[src/rtl/ghash_pkg.sv]
// Shared constants for the GHASH sequencer and datapath: operand-select
// encodings, controller states and block size.
package ghash_pkg;

  localparam logic [1:0] SEL_AAD = 2'b00;
  localparam logic [1:0] SEL_CT  = 2'b01;
  localparam logic [1:0] SEL_LEN = 2'b10;

  // A GHASH block is 128 bits, so block counts become bit lengths via << 7.
  localparam int BLK_BITS_LOG2 = 7;

  typedef enum logic [2:0] {
    ST_IDLE,
    ST_CLR,
    ST_AAD,
    ST_CT,
    ST_LEN,
    ST_MUL,
    ST_FIN
  } state_t;

endpackage

[src/rtl/ghash_seq_ctrl_if.sv]
// Control bundle between the GHASH sequencer, the upstream block source and
// the GHASH datapath (operand mux, Y register, multiplier).
interface ghash_seq_ctrl_if #(
  parameter int LEN_W = 32
);
  // in_valid/in_ready: a block moves only in a cycle where both are 1; the
  // source holds in_valid and its data until then, and in_ready never
  // depends on in_valid.
  logic             start;
  logic [LEN_W-1:0] aad_blocks;
  logic [LEN_W-1:0] ct_blocks;
  logic             in_valid;
  logic             in_ready;
  logic [1:0]       mux_sel;
  logic [127:0]     len_blk;
  logic             y_clr;
  logic             mul_start;
  logic             mul_done;
  logic             y_en;
  logic             busy;
  logic             done;
  logic             err;

  modport master (
    input  start, aad_blocks, ct_blocks, in_valid, mul_done,
    output in_ready, mux_sel, len_blk, y_clr, mul_start, y_en, busy, done, err
  );

  modport slave (
    output start, aad_blocks, ct_blocks, in_valid, mul_done,
    input  in_ready, mux_sel, len_blk, y_clr, mul_start, y_en, busy, done, err
  );

endinterface

[src/rtl/ghash_blk_cnt.sv]
// Loadable block down-counter; zero flags that no blocks of this kind remain.
module ghash_blk_cnt #(
  parameter int LEN_W = 32
) (
  input  logic             clk,
  input  logic             rst_n,
  input  logic             load,
  input  logic [LEN_W-1:0] load_val,
  input  logic             dec,
  output logic             zero
);

  logic [LEN_W-1:0] cnt;

  always_ff @(posedge clk or negedge rst_n) begin
    if (!rst_n) begin
      cnt <= '0;
    end else if (load) begin
      cnt <= load_val;
    end else if (dec && (cnt != '0)) begin
      cnt <= cnt - LEN_W'(1);
    end
  end

  assign zero = (cnt == '0);

endmodule

[src/rtl/ghash_seq_ctrl.sv]
// GHASH sequencer: clears Y, then issues one multiply per AAD block, per
// ciphertext block and finally for the length block it builds itself.
module ghash_seq_ctrl
  import ghash_pkg::*;
#(
  parameter int LEN_W  = 32,
  parameter int MUL_TO = 0
) (
  input  logic              clk,
  input  logic              rst_n,
  ghash_seq_ctrl_if.master  bus,
  output state_t            dbg_state
);

  state_t       state, nxt;
  logic         aad_zero, ct_zero;
  logic         len_sent, err_q;
  logic [127:0] len_q;
  logic [1:0]   phase_sel;
  logic         accept, to_hit;
  logic         in_ready_c, y_clr_c, mul_start_c, y_en_c, done_c;
  logic [1:0]   mux_sel_c;

  assign accept = (state == ST_IDLE) && bus.start;

  ghash_blk_cnt #(.LEN_W(LEN_W)) u_aad_cnt (
    .clk      (clk),
    .rst_n    (rst_n),
    .load     (accept),
    .load_val (bus.aad_blocks),
    .dec      ((state == ST_AAD) && bus.in_valid),
    .zero     (aad_zero)
  );

  ghash_blk_cnt #(.LEN_W(LEN_W)) u_ct_cnt (
    .clk      (clk),
    .rst_n    (rst_n),
    .load     (accept),
    .load_val (bus.ct_blocks),
    .dec      ((state == ST_CT) && bus.in_valid),
    .zero     (ct_zero)
  );

  // to_hit fires in the last permitted MUL cycle when mul_done is still absent.
  if (MUL_TO > 0) begin : g_to
    logic [31:0] to_cnt;
    always_ff @(posedge clk or negedge rst_n) begin
      if (!rst_n)               to_cnt <= '0;
      else if (state != ST_MUL) to_cnt <= '0;
      else                      to_cnt <= to_cnt + 32'd1;
    end
    assign to_hit = (state == ST_MUL) && !bus.mul_done && (to_cnt == 32'(MUL_TO - 1));
  end else begin : g_no_to
    assign to_hit = 1'b0;
  end

  always_ff @(posedge clk or negedge rst_n) begin
    if (!rst_n) state <= ST_IDLE;
    else        state <= nxt;
  end

  always_comb begin
    nxt = state;
    case (state)
      ST_IDLE: if (bus.start) nxt = ST_CLR;
      ST_CLR:  nxt = !aad_zero ? ST_AAD : (!ct_zero ? ST_CT : ST_LEN);
      ST_AAD,
      ST_CT:   if (bus.in_valid) nxt = ST_MUL;
      ST_LEN:  nxt = ST_MUL;
      ST_MUL: begin
        if (bus.mul_done) begin
          if (!aad_zero)     nxt = ST_AAD;
          else if (!ct_zero) nxt = ST_CT;
          else if (!len_sent) nxt = ST_LEN;
          else               nxt = ST_FIN;
        end else if (to_hit) begin
          nxt = ST_IDLE;
        end
      end
      ST_FIN:  nxt = ST_IDLE;
      default: nxt = ST_IDLE;
    endcase
  end

  always_comb begin
    in_ready_c  = 1'b0;
    mux_sel_c   = SEL_AAD;
    y_clr_c     = 1'b0;
    mul_start_c = 1'b0;
    y_en_c      = 1'b0;
    done_c      = 1'b0;
    case (state)
      ST_CLR: y_clr_c = 1'b1;
      ST_AAD: begin
        in_ready_c  = 1'b1;
        mux_sel_c   = SEL_AAD;
        mul_start_c = bus.in_valid;
      end
      ST_CT: begin
        in_ready_c  = 1'b1;
        mux_sel_c   = SEL_CT;
        mul_start_c = bus.in_valid;
      end
      ST_LEN: begin
        mux_sel_c   = SEL_LEN;
        mul_start_c = 1'b1;
      end
      ST_MUL: begin
        mux_sel_c = phase_sel;
        y_en_c    = bus.mul_done;
      end
      ST_FIN:  done_c = 1'b1;
      default: ;
    endcase
  end

  // phase_sel keeps the operand select stable while the multiplier is busy.
  always_ff @(posedge clk or negedge rst_n) begin
    if (!rst_n) begin
      len_q     <= '0;
      len_sent  <= 1'b0;
      err_q     <= 1'b0;
      phase_sel <= SEL_AAD;
    end else begin
      if (accept) begin
        len_q    <= {64'(bus.aad_blocks) << BLK_BITS_LOG2,
                     64'(bus.ct_blocks)  << BLK_BITS_LOG2};
        len_sent <= 1'b0;
        err_q    <= 1'b0;
      end
      if (state == ST_LEN) len_sent <= 1'b1;
      if (mul_start_c)     phase_sel <= mux_sel_c;
      if (to_hit)          err_q <= 1'b1;
    end
  end

  assign bus.in_ready  = in_ready_c;
  assign bus.mux_sel   = mux_sel_c;
  assign bus.len_blk   = len_q;
  assign bus.y_clr     = y_clr_c;
  assign bus.mul_start = mul_start_c;
  assign bus.y_en      = y_en_c;
  assign bus.busy      = (state != ST_IDLE);
  assign bus.done      = done_c;
  assign bus.err       = err_q;
  assign dbg_state     = state;

endmodule

[src/flat_wrapper.sv]
// flat-port wrapper written by rule: the top's interface ports become plain ports
module ghash_seq_ctrl_flat import ghash_pkg::*;
#(
  parameter int LEN_W  = 32,
  parameter int MUL_TO = 0
)
  (clk, rst_n, dbg_state, bus_start, bus_aad_blocks, bus_ct_blocks, bus_in_valid, bus_mul_done, bus_in_ready, bus_mux_sel, bus_len_blk, bus_y_clr, bus_mul_start, bus_y_en, bus_busy, bus_done, bus_err);
  ghash_seq_ctrl_if #(.LEN_W(LEN_W)) bus_i ();
  input  logic clk;
  input  logic rst_n;
  output state_t dbg_state;
  input wire logic [$bits(bus_i.start)-1:0] bus_start;
  input wire logic [$bits(bus_i.aad_blocks)-1:0] bus_aad_blocks;
  input wire logic [$bits(bus_i.ct_blocks)-1:0] bus_ct_blocks;
  input wire logic [$bits(bus_i.in_valid)-1:0] bus_in_valid;
  input wire logic [$bits(bus_i.mul_done)-1:0] bus_mul_done;
  output wire logic [$bits(bus_i.in_ready)-1:0] bus_in_ready;
  output wire logic [$bits(bus_i.mux_sel)-1:0] bus_mux_sel;
  output wire logic [$bits(bus_i.len_blk)-1:0] bus_len_blk;
  output wire logic [$bits(bus_i.y_clr)-1:0] bus_y_clr;
  output wire logic [$bits(bus_i.mul_start)-1:0] bus_mul_start;
  output wire logic [$bits(bus_i.y_en)-1:0] bus_y_en;
  output wire logic [$bits(bus_i.busy)-1:0] bus_busy;
  output wire logic [$bits(bus_i.done)-1:0] bus_done;
  output wire logic [$bits(bus_i.err)-1:0] bus_err;
  assign bus_i.start = bus_start;
  assign bus_i.aad_blocks = bus_aad_blocks;
  assign bus_i.ct_blocks = bus_ct_blocks;
  assign bus_i.in_valid = bus_in_valid;
  assign bus_i.mul_done = bus_mul_done;
  assign bus_in_ready = bus_i.in_ready;
  assign bus_mux_sel = bus_i.mux_sel;
  assign bus_len_blk = bus_i.len_blk;
  assign bus_y_clr = bus_i.y_clr;
  assign bus_mul_start = bus_i.mul_start;
  assign bus_y_en = bus_i.y_en;
  assign bus_busy = bus_i.busy;
  assign bus_done = bus_i.done;
  assign bus_err = bus_i.err;
  ghash_seq_ctrl #(.LEN_W(LEN_W), .MUL_TO(MUL_TO)) u_core (.clk(clk), .rst_n(rst_n), .bus(bus_i), .dbg_state(dbg_state));
endmodule
[config.mk]
export PLATFORM = sky130hd
export DESIGN_NAME = ghash_seq_ctrl_flat
export DESIGN_NICKNAME = d
export VERILOG_FILES = /design/src/rtl/ghash_pkg.sv /design/src/rtl/ghash_seq_ctrl_if.sv /design/src/rtl/ghash_blk_cnt.sv /design/src/rtl/ghash_seq_ctrl.sv /design/src/flat_wrapper.sv
export SDC_FILE = /design/constraint.sdc
export NUM_CORES = 1
export LEC_CHECK = 0
export CORE_ASPECT_RATIO = 2
export CORE_MARGIN = 2
export CORE_UTILIZATION = 45
export CTS_CLUSTER_DIAMETER = 50
export CTS_CLUSTER_SIZE = 12
export DETAILED_ROUTE_END_ITERATION = 6
export PLACE_DENSITY = 0.76
export SLEW_MARGIN = 15
export SYNTH_ARGS = -nofsm -noshare
export SYNTH_HDL_FRONTEND = slang
export SYNTH_SLANG_ARGS = --single-unit
[constraint.sdc]
create_clock -name clk -period 3.9 [get_ports clk]
set_clock_uncertainty 0.2 [all_clocks]
set_input_delay 1.17 -clock clk [delete_from_list [all_inputs] [get_ports clk]]
set_output_delay 1.17 -clock clk [all_outputs]
set_load 0.01 [all_outputs]
After elaboration in Yosys (flattened, before gate mapping) --
Index checks and enable logic that the tools add are counted.
Word-level totals: flip-flop bits (word level) 134, input port bits 69
Operators by class: add/subtract/negate cells 2, equality and inequality tests 9, multiplexer cells 21, reductions and logical operators 16
Operators by type and width (number):
- $mux 32 | 4
- $logic_not 32->1 | 2
- $reduce_bool 32->1 | 2
- $sub 32x1->32 const B | 2
- $mux 3 | 7
- $pmux 3 s5 | 1
- $eq 3x3->1 const B | 3
- $eq 3x2->1 const B | 2
- $mux 1 | 6
- $pmux 2 s3 | 1
- $reduce_bool 2->1 | 3
- $logic_and 1x1->1 | 5
- $ne 2x2->1 const B | 2
- $eq 3x1->1 const B | 1
- $logic_not 3->1 | 1
- $reduce_and 3->1 | 1
- $reduce_bool 3->1 | 1
- $mux 2 | 1
- $ne 2x1->1 const B | 1
- $pmux 1 s2 | 1
- $reduce_or 2->1 | 1

Depth between registers and ports, before layout --
Gate-level depths: netlist of the first run.
depth in word-level cells 5, gate-level depth with buffers 10

Cells and area by module --
From an unflattened synthesis of the first run, not the netlist that was laid out.
Unflattened totals: cells, all modules 730, area, all modules 7659.8 µm²
By module, submodules not included:
- ghash_seq_ctrl | instances 1, cells an instance 253, area an instance 3534.6 µm², seq. area each 1751.7 µm²
- ghash_blk_cnt at u_core.u_aad_cnt | instances 1, cells an instance 234, area an instance 2067.0 µm², seq. area each 800.8 µm²
- ghash_blk_cnt at u_core.u_ct_cnt | instances 1, cells an instance 243, area an instance 2058.2 µm², seq. area each 800.8 µm²

Worst setup path after synthesis of the first run --
No wires, ideal clock.
path type input port to flip-flop, start point in bus_in_valid, end point reg u_core.u_ct_cnt.cnt[26], library setup time 0.070 ns, arrival 2.760 ns, required time 3.630 ns, setup slack 0.870 ns, cell stages on the path 5, path buffers 0, cell sequence nand4b_1 or4_1 or3_1 or4_1 nand3_1
On the way: longest elaborated chain between the ends 3
RTL lines:
- start: declaration | line flat_wrapper.sv:15 | input wire logic [$bits(bus_i.in_valid)-1:0] bus_in_valid;
- $logic_and 1x1->1 | line ghash_seq_ctrl.sv:40 | .dec ((state == ST_CT) && bus.in_valid),
- $logic_and 1x1->1 | line ghash_blk_cnt.sv:20 | end else if (dec && (cnt != '0)) begin
- $reduce_bool 2->1 (no line)
- end signal: assignment | line ghash_blk_cnt.sv:19 | cnt <= load_val;
- end signal: assignment | line ghash_blk_cnt.sv:21 | cnt <= cnt - LEN_W'(1);
- end: declaration | line ghash_blk_cnt.sv:13 | logic [LEN_W-1:0] cnt;
Every way passes these cells. A chain may end at the register's enable or synchronous reset.

Worst setup path in the final report of the first run --
start point in bus_in_valid, end point out bus_mul_start
On the way: longest elaborated chain between the ends 1
RTL lines:
- $pmux 1 s2 | line ghash_seq_ctrl.sv:92 | case (state)
- end: declaration | line flat_wrapper.sv:21 | output wire logic [$bits(bus_i.mul_start)-1:0] bus_mul_start;
Every way passes these cells.

==> impl_metrics.toml, run 1 <==
[critical_path]
worstPathMaxFanout = 2
cpPeakStageDelay_ns = 0.61
ff2ff_setup_slack_ns = 0.74
end_kind = "primary output"
required_ns = 2.53
r2r-end = "u_core.u_ct_cnt.cnt[6]"
r2r_cells = 7
critPathCapture = "bus_mul_start"
cp.arrival_ns = 2.43
startpoint_type = "input pin"
crit_top_cell = "clkdlybuf4s50_1"
timing.rr.start = "u_core.u_ct_cnt.cnt[0]"
slowest_stage = "clkdlybuf4s50_1"
critical_path_buf_inv_count = 2
critPathTopFamily = "buffers and inverters"
critical_path_class = "in -> out"
cp-startpoint = "bus_in_valid"
path_cells = "clkdlybuf4s50_1 -> nand2_1 -> o21ai_0 -> clkdlybuf4s50_1"
cp.depth = 4

[cells_and_area]
final_nets = 1023
antenna_cells = 0
drive_gt1_share_pct = 7.26
syn2layout_area_growth_pct = 28.3
post-route-util_pct = 58.7

[drt]
top_layer_used = "met4"
ant_nets = 0
met1Wirelength_um = 7080
route.met2.wl_um = 10600
routed_wl_um = 19600
drt-wirelength-per-cell_um = 16.8
avgViaCountPerCell = 5.60
dr.pass1.iters = 5
vias = 6525
drc = 0
wl_met3_um = 1070
drt_iter0_drc = 328

[global_route]
grt_first_pass_wirelength_um = 31500
grt_usage_pct = 23.7
antenna_found_initial = 0
grt_max_degree = 75
grt_pass1_vias = 6236
overflow = 0

[yosys]
synth.avg_cell_area_um2 = 8.78
ys_top_cells_by_count = "nand2_1, dfrtp_1, buf_4"
ys_seq_elements = 134
synth_edf_count = 0
ys_seq_area_share_pct = 46.7
ys.flop_type = "dfrtp_1"
synth_top_cell_area_share_pct = 46.7
async_flop_share_pct = 100
synth_area_leader_cell = "dfrtp_1"
synthTopCellsByArea = "dfrtp_1, nand2_1, buf_4"
synth_most_common_cell = "nand2_1"
yosys_warnings = 0
synthesis.area_mm2 = 0.00718
synth_cell_type_count = 57
synthCells = 818

[sta]
slew_headroom_pct = 46.9
rsz0062_at_grt = "false"
worst_pin_slew_ns = 0.790
fin_crit_ns = 3.80
drv_slew = 0
post-route-period-util_pct = 97.5
finalHoldViolCount = 0
fin_setup_tns_ns = 0
timing.fmax_mhz = 263
finalSetupViolCount = 0

[cts]
clockBufferDepth = 2
ctsHtreeMaxLevel = 4
clock_sinks = 134
cts.repair.resized = 0
cts_hold_buf = 0
worst_skew_pair.late_latency_ns = 0.42
path_clk_slew_ns = 0.06
cts_setup_buffers = 0
cts_buffers = 17
clockRootBuffer = "clkbuf_16"
cts_tree = "yes"

[floorplanning]
ioPinCount = 209
core.rowCount = 65
initial_core_util_pct = 45.7
die_area_mm2 = 0.0170
core_mm2 = 0.0157
die-height_um = 183
die_x_um = 93.3

[status]
status = "finished, final reports clean"

[job]
cap_viol_max_count = 0

[power_and_ir_drop]
finalPower_mw = 6.90
vdd_drop_max_uv = 343
p_leak_nw = 4.01
powerDensity_mw_per_mm2 = 749

[place]
gp_congestion = 0.882
dp_hpwl_um = 14000
port_buffers = 143

[hold_path]
hold_path.class = "reg -> reg"
[metal layers]
metal	GRT usage, %	up-vias
met4	12.8	0
met5	0	-
li1	-	3060
met3	4.13	53
met1	26.4	3130
met2	41.9	282
[per-stage QoR]
step / hold WS, ns / setup WS, ns / cells / cell area, um2
final: 0.271 / 0.0962 / 1165 / 9210
after global routing: 0.286 / 0.0239 / 1165 / 9210
after global placement: 0.257 / 0.103 / 1134 / 8630
after CTS: 0.275 / 0.0845 / 1165 / 9210
after floorplan: 0.251 / 0.870 / 882 / 7420
after detailed placement: 0.261 / 0.0859 / 1134 / 8630
[power by group]
| group | leakage [nW] | switching (mW) | internal (mW) |
|---|---|---|---|
| clock | 0.281 | 0.604 | 1.00 |
| combinational | 2.08 | 1.40 | 1.32 |
| sequential | 1.65 | 0.539 | 2.04 |
| total | 4.01 | 2.54 | 4.36 |
[cell usage in the layout, fill, tap and decap left out, types with 3 or more instances in the layout]
cell type | netlist | final
nand2_1 | 215 | 215
clkdlybuf4s50_1 | 0 | 142
dfrtp_1 | 134 | 134
conb_1 | 1 | 65
nand3_1 | 57 | 57
or3_1 | 42 | 42
or4_1 | 34 | 34
o211ai_1 | 30 | 30
nor2_1 | 25 | 25
o311ai_0 | 18 | 18
nor3_1 | 17 | 17
clkbuf_16 | 0 | 17
buf_4 | 65 | 16
a31oi_1 | 13 | 13
o21ai_0 | 12 | 12
nor4_1 | 11 | 11
inv_1 | 8 | 8
nand4_1 | 8 | 8
or2_2 | 7 | 7
and3_1 | 6 | 6
a21oi_1 | 5 | 5
a21o_1 | 5 | 5
xnor2_1 | 5 | 5
clkbuf_8 | 0 | 4
buf_12 | 0 | 4
nand4b_1 | 3 | 3
nand2b_1 | 3 | 3
nor4b_1 | 4 | 3
o21ai_1 | 3 | 3
o31ai_1 | 3 | 3
clkinv_2 | 0 | 3
clkinvlp_4 | 0 | 3
[area by class of cell]
cell class,instances,area (um2)
inverters,8,30.0
fillers,1408,6480
clock buffers,23,488
flip-flops and latches,134,3350
multi-input cells,628,3360
well taps,201,251
clock inverters,8,97.6
repair buffers,163,1630
[worst min path at each step]
stage | startpoint | to | slack (ns) | cells after the start
final | u_core.bus.len_blk[26] | u_core.bus.len_blk[26] | 0.27 | 2
after global routing | u_core.bus.len_blk[82] | u_core.bus.len_blk[82] | 0.29 | 2
after CTS | u_core.bus.len_blk[36] | u_core.bus.len_blk[36] | 0.27 | 2
after detailed placement | u_core.bus.len_blk[17] | u_core.bus.len_blk[17] | 0.26 | 2
after global placement | u_core.bus.len_blk[95] | u_core.bus.len_blk[95] | 0.26 | 2
after floorplan | u_core.phase_sel[1] | u_core.phase_sel[1] | 0.25 | 1
[sequential cells by signal, indices dropped and copies added (netlist names)]
name and flops:
u_core.phase_sel 2, u_core.u_aad_cnt.cnt 32, u_core.bus.len_blk 64, u_core.dbg_state 3
u_core.u_ct_cnt.cnt 32, u_core.len_sent 1
[kinds of logic (layout without fill, tap and decap cells)]
kind of cell | count (synthesis) | count (layout) | share of synthesized area, %
other | 1 | 65 | 0.0522
adders and majority gates | 2 | 2 | 0.348
DFF | 134 | 134 | 46.7
AOI/OAI and AO/OA | 108 | 108 | 11.4
xor gates and xnor gates | 6 | 6 | 0.732
buffers and inverters | 120 | 202 | 9.97
and+or+nand+nor | 447 | 447 | 30.8
[worst reg2reg max path, delay by kind of cell (launching register included)]
family | cells | cell delay, ns
AND/OR/NAND/NOR | 2 | 1.22
AO/OA/AOI/OAI | 3 | 1.00
flip-flops | 1 | 0.41
adder cells (fa/ha/maj) | 1 | 0.16
buffers and inverters | 1 | 0.07
Power figures use the tool's default switching activity.
==> run 2: changes to the inputs <==
- CORE_ASPECT_RATIO: 2 -> default
==> impl_metrics.toml, run 2 (synthesized netlist as in run 1, its figures left out) <==
[floorplanning]
core_mm2 = 0.0157
core.rowCount = 46
die_x_um = 130
die-height_um = 130
ioPinCount = 209
die_area_mm2 = 0.0170
initial_core_util_pct = 45.7

[critical_path]
critical_path_class = "in -> out"
worstPathMaxFanout = 2
cpPeakStageDelay_ns = 0.59
end_kind = "primary output"
required_ns = 2.53
cp.arrival_ns = 2.41
startpoint_type = "input pin"
crit_top_cell = "clkdlybuf4s50_1"
path_cells = "clkdlybuf4s50_1 -> nand2_1 -> o21ai_0 -> clkdlybuf4s50_1"
slowest_stage = "clkdlybuf4s50_1"

[drt]
ant_nets = 0
vias = 6411
dr.pass1.iters = 5
drc = 0
avgViaCountPerCell = 5.42
drt_iter0_drc = 452
drt-wirelength-per-cell_um = 15.5
routed_wl_um = 18300

[cts]
cts_tree = "yes"
cts.repair.resized = 0
clockRootBuffer = "clkbuf_16"
ctsHtreeMaxLevel = 4
clock_sinks = 134
worst_skew_pair.late_latency_ns = 0.43
cts_hold_buf = 0
cts_setup_buffers = 0
path_clk_slew_ns = 0.05
cts_buffers = 17
clockBufferDepth = 2

[global_route]
overflow = 0
grt_first_pass_wirelength_um = 29500
grt_max_degree = 80
grt_usage_pct = 22.0
antenna_found_initial = 0
grt_pass1_vias = 5872

[sta]
worst_pin_slew_ns = 0.920
rsz0062_at_grt = "false"
timing.fmax_mhz = 264
slew_headroom_pct = 38.1
post-route-period-util_pct = 97.0
fin_setup_tns_ns = 0
drv_slew = 0
finalHoldViolCount = 0
fin_crit_ns = 3.78
finalSetupViolCount = 0

[place]
port_buffers = 143
gp_congestion = 0.872
dp_hpwl_um = 12500
post-place-cells = 1151

[cells_and_area]
fillers = 1410
layout_common_cells = "nand2_1, clkdlybuf4s50_1, dfrtp_1, conb_1, nand3_1"
antenna_cells = 0
final_nets = 1025
finalNonFillerCells = 1183
mostFrequentLayoutCell = "nand2_1"
largest_register_ffs = 64
ff_latch_area_mm2 = 0.00335
syn2layout_area_growth_pct = 28.4
drive_gt1_share_pct = 7.34
multiInputGateArea_mm2 = 0.00336

[power_and_ir_drop]
power_frac_seq_pct = 37.8
powerDensity_mw_per_mm2 = 737
p_int_mw = 4.32
finalPower_mw = 6.80
vdd_drop_max_uv = 358
switching_share_pct = 36.4
p_leak_nw = 4.01
clockPowerShare_pct = 22.6
power_frac_comb_pct = 39.6
power.switching_mw = 2.48

[job]
cap_viol_max_count = 0

[hold_path]
hold_path.class = "reg -> reg"

[status]
status = "finished, final reports clean"
==> run 2: cell types whose count changed in the layout (fill, tap and decap cells not counted) <==
cell and change:
buf_4 +2, clkbuf_1 +2, clkbuf_8 -3, clkinv_2 +3
clkinvlp_4 -1
==> run 2: layer usage <==
metal	track usage [%]	vias up	routed length, um
met1	32.0	3081	8680
met3	5.33	14	1190
met5	0	-	0
li1	-	3082	-
met4	7.08	0	182
met2	32.5	234	8230
==> run 2: path summary, 6_finish.rpt <==
path | start | cells after the start | slack [ns] | endpoint
setup / recovery | bus_in_valid | 4 | 0.12 | bus_mul_start
min in group asynchronous | rst_n | 1 | 0.55 | u_core.bus.len_blk[32]
max in group asynchronous | rst_n | 2 | 2.17 | u_core.u_ct_cnt.cnt[25]
hold / removal | u_core.bus.len_blk[90] | 2 | 0.27 | u_core.bus.len_blk[90]
hold reg to reg | u_core.bus.len_blk[90] | 2 | 0.27 | u_core.bus.len_blk[90]
setup reg to reg | u_core.u_ct_cnt.cnt[0] | 7 | 0.78 | u_core.u_ct_cnt.cnt[6]
==> run 2: metrics by stage <==
step,util (%),cell area (um2),setup slack [ns],hold WS (ns)
finish,58.7,9220,0.115,0.271
global route,58.7,9220,0.0200,0.295
CTS,58.7,9220,0.113,0.275
detailed placement,55.1,8660,0.126,0.262
global placement,55.1,8660,0.134,0.258
floorplan,-,7420,0.870,0.251
==> run 2: final cells by class <==
| type | count | area share, % |
|---|---|---|
| Clock inverter | 10 | 1.14 |
| Inverter | 8 | 0.326 |
| Sequential cell | 134 | 36.4 |
| Multi-Input combinational cell | 628 | 36.4 |
| Tap cell | 216 | 2.93 |
| Timing Repair Buffer | 165 | 17.9 |
| Clock buffer | 22 | 4.93 |
==> run 2: power by group through the flow <==
stage | Sequential (mW) | Combinational (mW) | Clock [mW]
global route | 2.67 | 3.00 | 1.63
finish | 2.57 | 2.70 | 1.54
floorplan | 2.60 | 1.44 | 0
detailed placement | 2.57 | 2.71 | 0
CTS | 2.57 | 2.72 | 1.57
global placement | 2.56 | 2.64 | 0
==> run 2: worst max-delay path: cells and delay by family <==
kind / cells / cell delay (ns)
and+or+nand+nor: 1 / 0.06
AOI/OAI and AO/OA: 1 / 0.12
buffers and inverters: 2 / 1.06
==> run 3: changes to the inputs <==
- ABC_AREA: default -> 1
- HOLD_SLACK_MARGIN: default -> 0.08
- PLACE_DENSITY: 0.76 -> 0.75
==> impl_metrics.toml, run 3 <==
[yosys]
async_flop_share_pct = 100
synthCells = 1154
synth_most_common_cell = "nand2_1"
synth_area_leader_cell = "dfrtp_1"
ys.flop_type = "dfrtp_1"
synth_top_cell_area_share_pct = 42.0
ys_seq_area_share_pct = 42.0
ys_seq_elements = 134
yosys_warnings = 0
synth_edf_count = 0
ys_top_cells_by_count = "nand2_1, nor2_1, dfrtp_1"
synthesis.area_mm2 = 0.00798
synth.avg_cell_area_um2 = 6.92
synthTopCellsByArea = "dfrtp_1, nand2_1, nor2_1"
synth_cell_type_count = 34

[floorplanning]
die_area_mm2 = 0.0188
core_mm2 = 0.0173
ioPinCount = 209
core.rowCount = 48
die-height_um = 137
die_x_um = 137
initial_core_util_pct = 46.1

[global_route]
grt_first_pass_wirelength_um = 34800
antenna_found_initial = 0
grt_max_degree = 73
grt_pass1_vias = 7310
overflow = 0
grt_usage_pct = 23.4

[cells_and_area]
post-route-util_pct = 58.1
mostFrequentLayoutCell = "nand2_1"
largest_register_ffs = 64
finalNonFillerCells = 1529
antenna_cells = 0
design_area_mm2 = 0.0100
layout_common_cells = "nand2_1, clkdlybuf4s50_1, nor2_1, dfrtp_1, inv_1"
syn2layout_area_growth_pct = 25.8
drive_gt1_share_pct = 5.06
final_nets = 1362

[drt]
drt_iter0_drc = 547
vias = 7636
avgViaCountPerCell = 4.99
drc = 0
ant_nets = 0
routed_wl_um = 21000
dr.pass1.iters = 6
drt-wirelength-per-cell_um = 13.8

[place]
post-place-cells = 1497
dp_hpwl_um = 15100
dpl-instance-area_mm2 = 0.00936
port_buffers = 143
gp_congestion = 0.918

[status]
status = "finished, final reports clean"

[cts]
path_clk_slew_ns = 0.06
cts.repair.resized = 0
clockRootBuffer = "clkbuf_16"
cts_buffers = 17
cts_setup_buffers = 0
clock_sinks = 134
cts_hold_buf = 0
cts_tree = "yes"
ctsHtreeMaxLevel = 4
worst_skew_pair.late_latency_ns = 0.43
clockBufferDepth = 2

[job]
cap_viol_max_count = 0

[hold_path]
holdPathEnd = "u_core.bus.len_blk[33]"
hold_path.class = "reg -> reg"
holdPathStages = 2
min-delay-start = "u_core.bus.len_blk[33]"

[sta]
drv_slew = 0
post-route-period-util_pct = 96.0
timing.fmax_mhz = 267
slew_headroom_pct = 56.3
finalHoldViolCount = 0
finalSetupViolCount = 0
fin_setup_tns_ns = 0
fin_crit_ns = 3.74
worst_pin_slew_ns = 0.655
rsz0062_at_grt = "false"

[critical_path]
r2r-end = "u_core.u_aad_cnt.cnt[3]"
worstPathMaxFanout = 3
cp.arrival_ns = 2.37
critical_path_class = "in -> out"
timing.rr.start = "u_core.u_aad_cnt.cnt[0]"
end_kind = "primary output"
startpoint_type = "input pin"
cp-startpoint = "bus_in_valid"
r2r_cells = 10
required_ns = 2.53
ff2ff_setup_slack_ns = 1.34

[power_and_ir_drop]
p_leak_nw = 5.03
vdd_drop_max_uv = 370
powerDensity_mw_per_mm2 = 811
==> run 3: cell count changes after synthesis, moves of 13 or more <==
cell and change:
clkbuf_1 -26, o211ai_1 -30, buf_2 +16, inv_1 +77
a31oi_1 -13, nand3_1 +13, nor2_1 +113, nand2_1 +228
o21bai_1 +17, o311ai_0 -18, or3_1 -42, o21ai_1 +13
or4_1 -34, o21ai_0 +53
==> run 3: stage by stage <==
step                      hold WS, ns  worst slack, ns  power (mW)
final                           0.268            0.156        8.14
after global routing            0.289            0.122        8.82
after CTS                       0.271            0.150        8.17
after detailed placement        0.257            0.158        6.26
after global placement          0.252            0.178        6.16
after floorplan                 0.242             1.16        4.88
==> run 3: logic make-up after synthesis <==
logic type,Yosys count,synth area share (%)
xor+xnor,12,1.32
simple gates,695,35.1
compound gates,121,8.45
buf+inv,189,12.7
flops,134,42.0
fa+ha+maj,2,0.314
other cells,1,0.0470
==> run 3: power by group <==
| group | switching, mW | internal (mW) |
|---|---|---|
| registers | 0.503 | 2.01 |
| logic | 2.21 | 1.55 |
| clock network | 0.629 | 1.23 |
==> run 3: cell type report <==
class	instances	area, um2
Timing Repair Buffer	155	1540
Inverter	88	334
Sequential cell	134	3350
Fill cell	1641	7260
Clock buffer	20	457
Tap cell	225	282
Multi-Input combinational cell	895	3860
Clock inverter	12	223
==> run 3: worst max-delay path, stage by stage <==
cell and delay [ns]:
clkdlybuf4s50_1 0.48, nand2_1 0.08, nand2_1 0.11, clkdlybuf4s50_1 0.54
==> run 3: how the worst max path moves through the flow <==
stage / end / cells past startpoint
floorplan: bus_y_en / 2
global placement: bus_mul_start / 4
detailed placement: bus_mul_start / 4
CTS: bus_mul_start / 4
global route: bus_mul_start / 4
finish: bus_mul_start / 4
==> run 3: layer usage <==
layer	part of all wire (%)	global-route usage (%)
met5	0	0
met4	2.9	9.91
met3	4.4	4.07
met2	50	40.1
met1	43	29.0
